[src/rtl/clk_period_meter.sv]
// rtl/clk_period_meter.sv - measures period and high time of a slow clock in I_CLK cycles
// Also flags lock on two identical measurements and timeout when S_CLK stops.
module clk_period_meter #(
    parameter int CNT_W   = 16,
    parameter int TIMEOUT = 65535
) (
    input  logic             I_CLK,
    input  logic             Rst,
    input  logic             S_CLK,
    output logic [CNT_W-1:0] O_PERIOD,
    output logic [CNT_W-1:0] O_HIGH,
    output logic             O_VALID,
    output logic             O_LOCK,
    output logic             O_TIMEOUT
);

    localparam logic [CNT_W-1:0] TIMEOUT_C = CNT_W'(TIMEOUT);
    localparam logic [CNT_W-1:0] ONE       = CNT_W'(1);

    typedef enum logic [1:0] {
        ST_IDLE,
        ST_HIGH,
        ST_LOW
    } state_t;

    state_t           state_q, state_d;
    logic             s1, s2, s3;
    logic             rise, fall;
    logic [CNT_W-1:0] per_q, per_d;
    logic [CNT_W-1:0] hi_q, hi_d;
    logic             first_done_q, first_done_d;
    logic             prev_valid_q;
    logic             publish;
    logic             timeout_hit;

    // s1/s2 resolve metastability; s3 is history for edge detection.
    always_ff @(posedge I_CLK) begin
        if (Rst) begin
            s1 <= 1'b0;
            s2 <= 1'b0;
            s3 <= 1'b0;
        end else begin
            s1 <= S_CLK;
            s2 <= s1;
            s3 <= s2;
        end
    end

    assign rise = s2 & ~s3;
    assign fall = ~s2 & s3;

    always_ff @(posedge I_CLK) begin
        if (Rst) begin
            state_q      <= ST_IDLE;
            per_q        <= '0;
            hi_q         <= '0;
            first_done_q <= 1'b0;
        end else begin
            state_q      <= state_d;
            per_q        <= per_d;
            hi_q         <= hi_d;
            first_done_q <= first_done_d;
        end
    end

    always_comb begin
        state_d      = state_q;
        per_d        = per_q;
        hi_d         = hi_q;
        first_done_d = first_done_q;
        publish      = 1'b0;
        timeout_hit  = 1'b0;
        unique case (state_q)
            ST_IDLE: begin
                if (rise) begin
                    state_d      = ST_HIGH;
                    per_d        = ONE;
                    hi_d         = ONE;
                    first_done_d = 1'b0;
                end
            end
            ST_HIGH, ST_LOW: begin
                // A rise in HIGH means the fall was missed; it is handled like a rise in LOW.
                if (rise) begin
                    state_d = ST_HIGH;
                    per_d   = ONE;
                    hi_d    = ONE;
                    if (first_done_q) begin
                        publish = 1'b1;
                    end else begin
                        first_done_d = 1'b1;
                    end
                end else if (per_q == TIMEOUT_C) begin
                    state_d     = ST_IDLE;
                    timeout_hit = 1'b1;
                end else begin
                    per_d = per_q + ONE;
                    if (state_q == ST_HIGH) begin
                        if (fall) begin
                            state_d = ST_LOW;
                        end else begin
                            hi_d = hi_q + ONE;
                        end
                    end
                end
            end
            default: begin
                state_d = ST_IDLE;
            end
        endcase
    end

    always_ff @(posedge I_CLK) begin
        if (Rst) begin
            O_PERIOD     <= '0;
            O_HIGH       <= '0;
            O_VALID      <= 1'b0;
            O_LOCK       <= 1'b0;
            O_TIMEOUT    <= 1'b0;
            prev_valid_q <= 1'b0;
        end else begin
            O_VALID <= publish;
            if (publish) begin
                O_PERIOD     <= per_q;
                O_HIGH       <= hi_q;
                O_TIMEOUT    <= 1'b0;
                O_LOCK       <= prev_valid_q && (per_q == O_PERIOD) && (hi_q == O_HIGH);
                prev_valid_q <= 1'b1;
            end else if (timeout_hit) begin
                O_TIMEOUT <= 1'b1;
                O_LOCK    <= 1'b0;
            end
        end
    end

endmodule

[config.mk]
export PLATFORM = sky130hd
export DESIGN_NAME = clk_period_meter
export DESIGN_NICKNAME = d
export VERILOG_FILES = /design/src/rtl/clk_period_meter.sv
export SDC_FILE = /design/constraint.sdc
export NUM_CORES = 1
export LEC_CHECK = 0
export CORE_MARGIN = 4
export CORE_UTILIZATION = 39
export CTS_BUF_LIST = sky130_fd_sc_hd__clkbuf_16
export DETAILED_ROUTE_END_ITERATION = 12
export GPL_TIMING_DRIVEN = 0
export PLACE_DENSITY = 0.65
export SETUP_SLACK_MARGIN = 0.5
export SYNTH_ARGS = -nofsm -noshare
export SYNTH_HDL_FRONTEND = slang
export SYNTH_SLANG_ARGS = --single-unit
export TNS_END_PERCENT = 20
[constraint.sdc]
create_clock -name I_CLK -period 2.8 [get_ports I_CLK]
set_clock_uncertainty 0.05 [all_clocks]
set_input_delay 0.56 -clock I_CLK [delete_from_list [all_inputs] [get_ports I_CLK]]
set_output_delay 0.56 -clock I_CLK [all_outputs]
set_load 0.01 [all_outputs]
---- After elaboration in Yosys (flattened, before gate mapping) ----
Cells that the tools add are included.
word-level totals
  bits in registers ....................... 74
  bits in latches ......................... 0
  memory bits (writable) .................. 0
  bits in read-only memories .............. 0
  output and inout bits ................... 35
  word-level logic and storage cells ...... 68
  memories kept ........................... 0
operators by class
  $add $sub $neg .......................... 2
  multiply operators ...................... 0
  div/mod/pow operators ................... 0
  magnitude comparators ................... 0
  equal/unequal tests ..................... 12
  shift operators ......................... 0
  mux-type cells .......................... 26
  bitwise gates (word level) .............. 4
  reductions and logical operators ........ 11
operator list
  cell                     number
  $mux W16                 7
  $pmux W16 S2             2
  $add A16 B1 Y16 const B  2
  $eq A16 B16 Y1           2
  $eq A16 B16 Y1 const B   1
  $mux W1                  10
  $mux W2                  5
  $ne A3 B3 Y1 const B     3
  $reduce_and A3 Y1        3
  $ne A4 B4 Y1 const B     2
  $reduce_and A5 Y1        1
  $ne A2 B2 Y1 const B     2
  $pmux W2 S2              1
  $reduce_bool A2 Y1       2
  $reduce_or A2 Y1         2
  $and A1 B1 Y1            2
  $eq A2 B1 Y1 const B     1
  $eq A2 B2 Y1 const B     1
  $logic_and A1 B1 Y1      2
  $logic_not A2 Y1         1
  $not A1 Y1               2
  $pmux W1 S2              1

---- Logic depth before layout (Yosys ltp) ----
  depth after elaboration ................. 7
  depth in mapped cells ................... 9
  gate-level depth less buffers ........... 7

---- Least setup slack after synthesis ----
Ideal clock, no wire load.
  path kind ............................... reg-to-reg
  start ................................... register state_q[0]
  end ..................................... register per_q[15]
  data arrival time ....................... 1.887 ns
  required time ........................... 2.622 ns
  setup slack ............................. 0.736 ns
  stages on the path, launching flop included .. 10
  period minus slack after synthesis ...... 2.064 ns
  path through ............................ dfxtp_1 > inv_1 > ha_1 > buf_2 > nand2b_1 > clkbuf_1 > or3_2 > nand4_1 > xor2_1 > nor2_1
between the ends
  word-level cells in the longest chain between the ends .. 4
ends and longest elaborated chain
  element                                                       line  source
  from (decl)                                                   26    state_t state_q, state_d;
  from (signal assigned)                                        59    state_q <= state_d;
  $eq A2 B1 Y1 or $eq A2 B2 Y1 (tied branches)                  73    unique case (state_q)
  $reduce_or A2 Y1                                              73
  $ne A3 B3 Y1 (no line) or $reduce_bool A2 Y1 (tied branches)  --
  $reduce_and A3 Y1 (no line)                                   --
  to (signal assigned)                                          60    per_q <= per_d;
  to (decl)                                                     29    logic [CNT_W-1:0] per_q, per_d;
Parallel ways exist; a longest one is shown, timed or not.
A chain may end at the register's enable or synchronous reset.

---- Worst setup path in the final report ----
  start ................................... register state_q[1]
  end ..................................... register hi_q[9]
between the ends
  word-level cells in the longest chain between the ends .. 4
ends and longest elaborated chain
  element                                                       line    source
  $eq A2 B1 Y1 or $eq A2 B2 Y1 (tied branches)                  73, 98
  $reduce_or A2 Y1                                              73
  $ne A3 B3 Y1 (no line) or $reduce_bool A2 Y1 (tied branches)  --
  $reduce_and A5 Y1 (no line)                                   --
  to (signal assigned)                                          61      hi_q <= hi_d;
  to (decl)                                                     30      logic [CNT_W-1:0] hi_q, hi_d;
Parallel ways exist; a longest one is shown, timed or not.

==> out/results.ini <==
[timing]
fin_ws_ps = 559
drv_slew = 0
hold_viol_final = 0
setup_tns_ps = 0
setup_violations = 0
max_slew.worst_pin.slew_ps = 675
rsz0062_at_grt = true
timing.slew.headroom_pct = 54.6
finalCriticalPeriod_ps = 2240
post-route-period-util_pct = 80.0
fmax_mhz = 446

[finish]
drive_gt1_share_pct = 10.5
area_growth_pct = 22.8
layout_commonest_cell = nand2_1
n_fill_cell = 903
finalInstanceArea_mm2 = 0.00452
multiInputGateArea_mm2 = 0.00205
area.sequential_mm2 = 0.00149
mostFrequentLayoutCells = nand2_1, dfxtp_1, a21oi_1, clkdlybuf4s50_1, xor2_1
n_antenna_cell = 0
layout.nets = 513

[synth]
synth.yosys.seq_area_share_pct = 40.3
synthMuxAreaShare_pct = 0.272
synth-seq-cells = 74
ys_async_sr_fraction_pct = 0
synth-edff-count = 0
synthSimpleGateAreaFrac_pct = 26.0
ys.flop_type = dfxtp_1
synth_compound_area_share_pct = 14.9
ys_warn_count = 0
synth_cells = 453
synth_top_family_by_area = simple AND/OR/NAND/NOR gates
syn-num-nets = 464
synth.avg_cell_area_um2 = 8.12
syn-cell-area_mm2 = 0.00368
synthXorXnorAreaFrac_pct = 10.7
yosys.cell_types.count = 54
yosys.area_share.adder_pct = 2.72

[worst_setup_path]
critPathCaptureType = flop
crit_path_start_kind = flop
crit_arrival_ps = 2440
cp_max_fo = 10
cp.required_ps = 3000
criticalPathCategory = flop to flop

[cts]
insertion_delay_ps = 330
clockBufferDepth = 2
cts.sinks = 74
cts-root-buf = clkbuf_16
cts-hold-fix-buffers = 0
cts_buffers = 9
cts_tree = built
clk_pin_slew_ps = 60
htree_levels = 3

[floorplan]
row_count = 35
die_w_um = 105
io-pin-count = 38
start_util_pct = 40.0
die_area_mm2 = 0.0110
die_h_um = 105
core-area_mm2 = 0.00920

[power]
p_leak_nw = 1.69
peakVddDrop_uv = 293
power_density_mw_per_mm2 = 497

[drt]
routed_wl_um = 10100
drtPass1Iterations = 4
wl_per_cell_um = 16.4
ant_nets = 0
viasPerCell = 5.48
drcViolationCount = 0
drtIter0Drc = 226
vias = 3379

[outcome]
status = complete, no violations

[global_route]
grt_pass1_wl_um = 16100
grt_use_total_pct = 18.4
antenna_found_initial = 0
globalRouteOverflowTotal = 0
grt_pass1_vias = 3129
grt_max_degree = 12

[placement]
postPlaceCellArea_mm2 = 0.00418
port_buffers = 36
post-place-ws_ps = 284
gp_congestion = 0.872
dpl.hpwl_um = 7220

[worst_hold_path]
hold_path.class = flop to flop

[flow_run]
max_cap_viol_count = 0

## per-stage QoR
step,std cells,power [W],util (%),hold slack [ps]
finish,617,0.00225,49.1,397
global route,617,0.00231,49.1,418
CTS,615,0.00225,48.5,399
detailed placement,600,0.00118,45.4,386
global placement,600,0.00118,45.4,380
floorplan,453,0.00115,-,364
## sequential cells by signal, indices dropped and copies added, names as in the netlist, 2 cells and up
register	cells
O_PERIOD	16
O_HIGH	16
state_q	2
hi_q	16
per_q	16
## worst max-delay path, stage by stage, from the launching register on
cell	delay, ps
dfxtp_1	380
inv_1	80
ha_1	270
clkbuf_4	180
nor2b_2	330
nand3_2	270
or4_1	530
o31ai_1	70
## final cells by class
class	count	share of cell area (%)
Clock buffer	9	4.99
Timing Repair Buffer	38	8.31
Tap cell	111	3.08
Sequential cell	74	32.9
Inverter	9	0.748
Buffer	34	3.60
Multi-Input combinational cell	336	45.3
Clock inverter	6	1.08
## path summary, 6_finish.rpt
kind / startpoint / cells past startpoint / slack [ps] / endpoint
setup reg to reg: state_q[1] / 7 / 560 / hi_q[9]
setup / recovery: state_q[1] / 7 / 560 / hi_q[9]
hold reg to reg: s1 / 1 / 400 / s2
hold / removal: s1 / 1 / 400 / s2
## power breakdown
group	leakage, nW	total [W]	switching, W	internal [W]
sequential	0.598	0.00107	0.00000602	0.00106
clock	0.133	0.00108	0.000412	0.000669
combinational	0.958	0.0000997	0.0000686	0.0000312
total	1.69	0.00225	0.000487	0.00176
## Yosys cell counts, types with 2 or more instances
cell	n	area (um^2)
a311oi_1	2	17.5
xnor2_1	15	131
o21ai_0	12	60.1
and3_1	3	18.8
nand3_1	21	105
dfxtp_1	74	1480
a31o_2	3	26.3
nand4_1	7	43.8
xor2_1	30	263
a22oi_1	2	15.0
nand2_1	82	308
nor4_1	10	62.6
a21oi_1	47	235
inv_1	9	33.8
nor3_1	7	35.0
clkbuf_2	3	15.0
a211oi_1	7	52.6
and4_1	2	17.5
ha_1	8	100
nand2b_1	3	18.8
a31oi_1	7	43.8
buf_2	7	35.0
a2111oi_0	2	17.5
nand4_2	2	25.0
clkbuf_1	21	78.8
nand3b_1	2	15.0
nor2b_1	4	25.0
nor2_1	28	105
or3_1	8	50.1
## timing repair
item / CTS / global route
setup endpoints to repair: 23 / 58
setup buffers: 0 / 2
pin swaps: 0 / 1
endpoints found under the hold margin: 0 / 0
gates resized for setup: 4 / 18
## cells by family after synthesis
logic type / Yosys count
xor+xnor: 45
compound gates: 91
buf+inv: 43
flops: 74
simple gates: 191
mux: 1
fa+ha+maj: 8
## metal layers
layer	vias to the layer above	part of all wire, %	global-route usage (%)	wire [um]
met5	-	0	0	0
met4	0	0.99	4.31	100
met3	11	7.2	3.95	724
met2	112	46	29.6	4620
met1	1597	46	25.1	4640
li1	1659	-	-	-
Note: power is estimated with default switching activity, not from simulation.
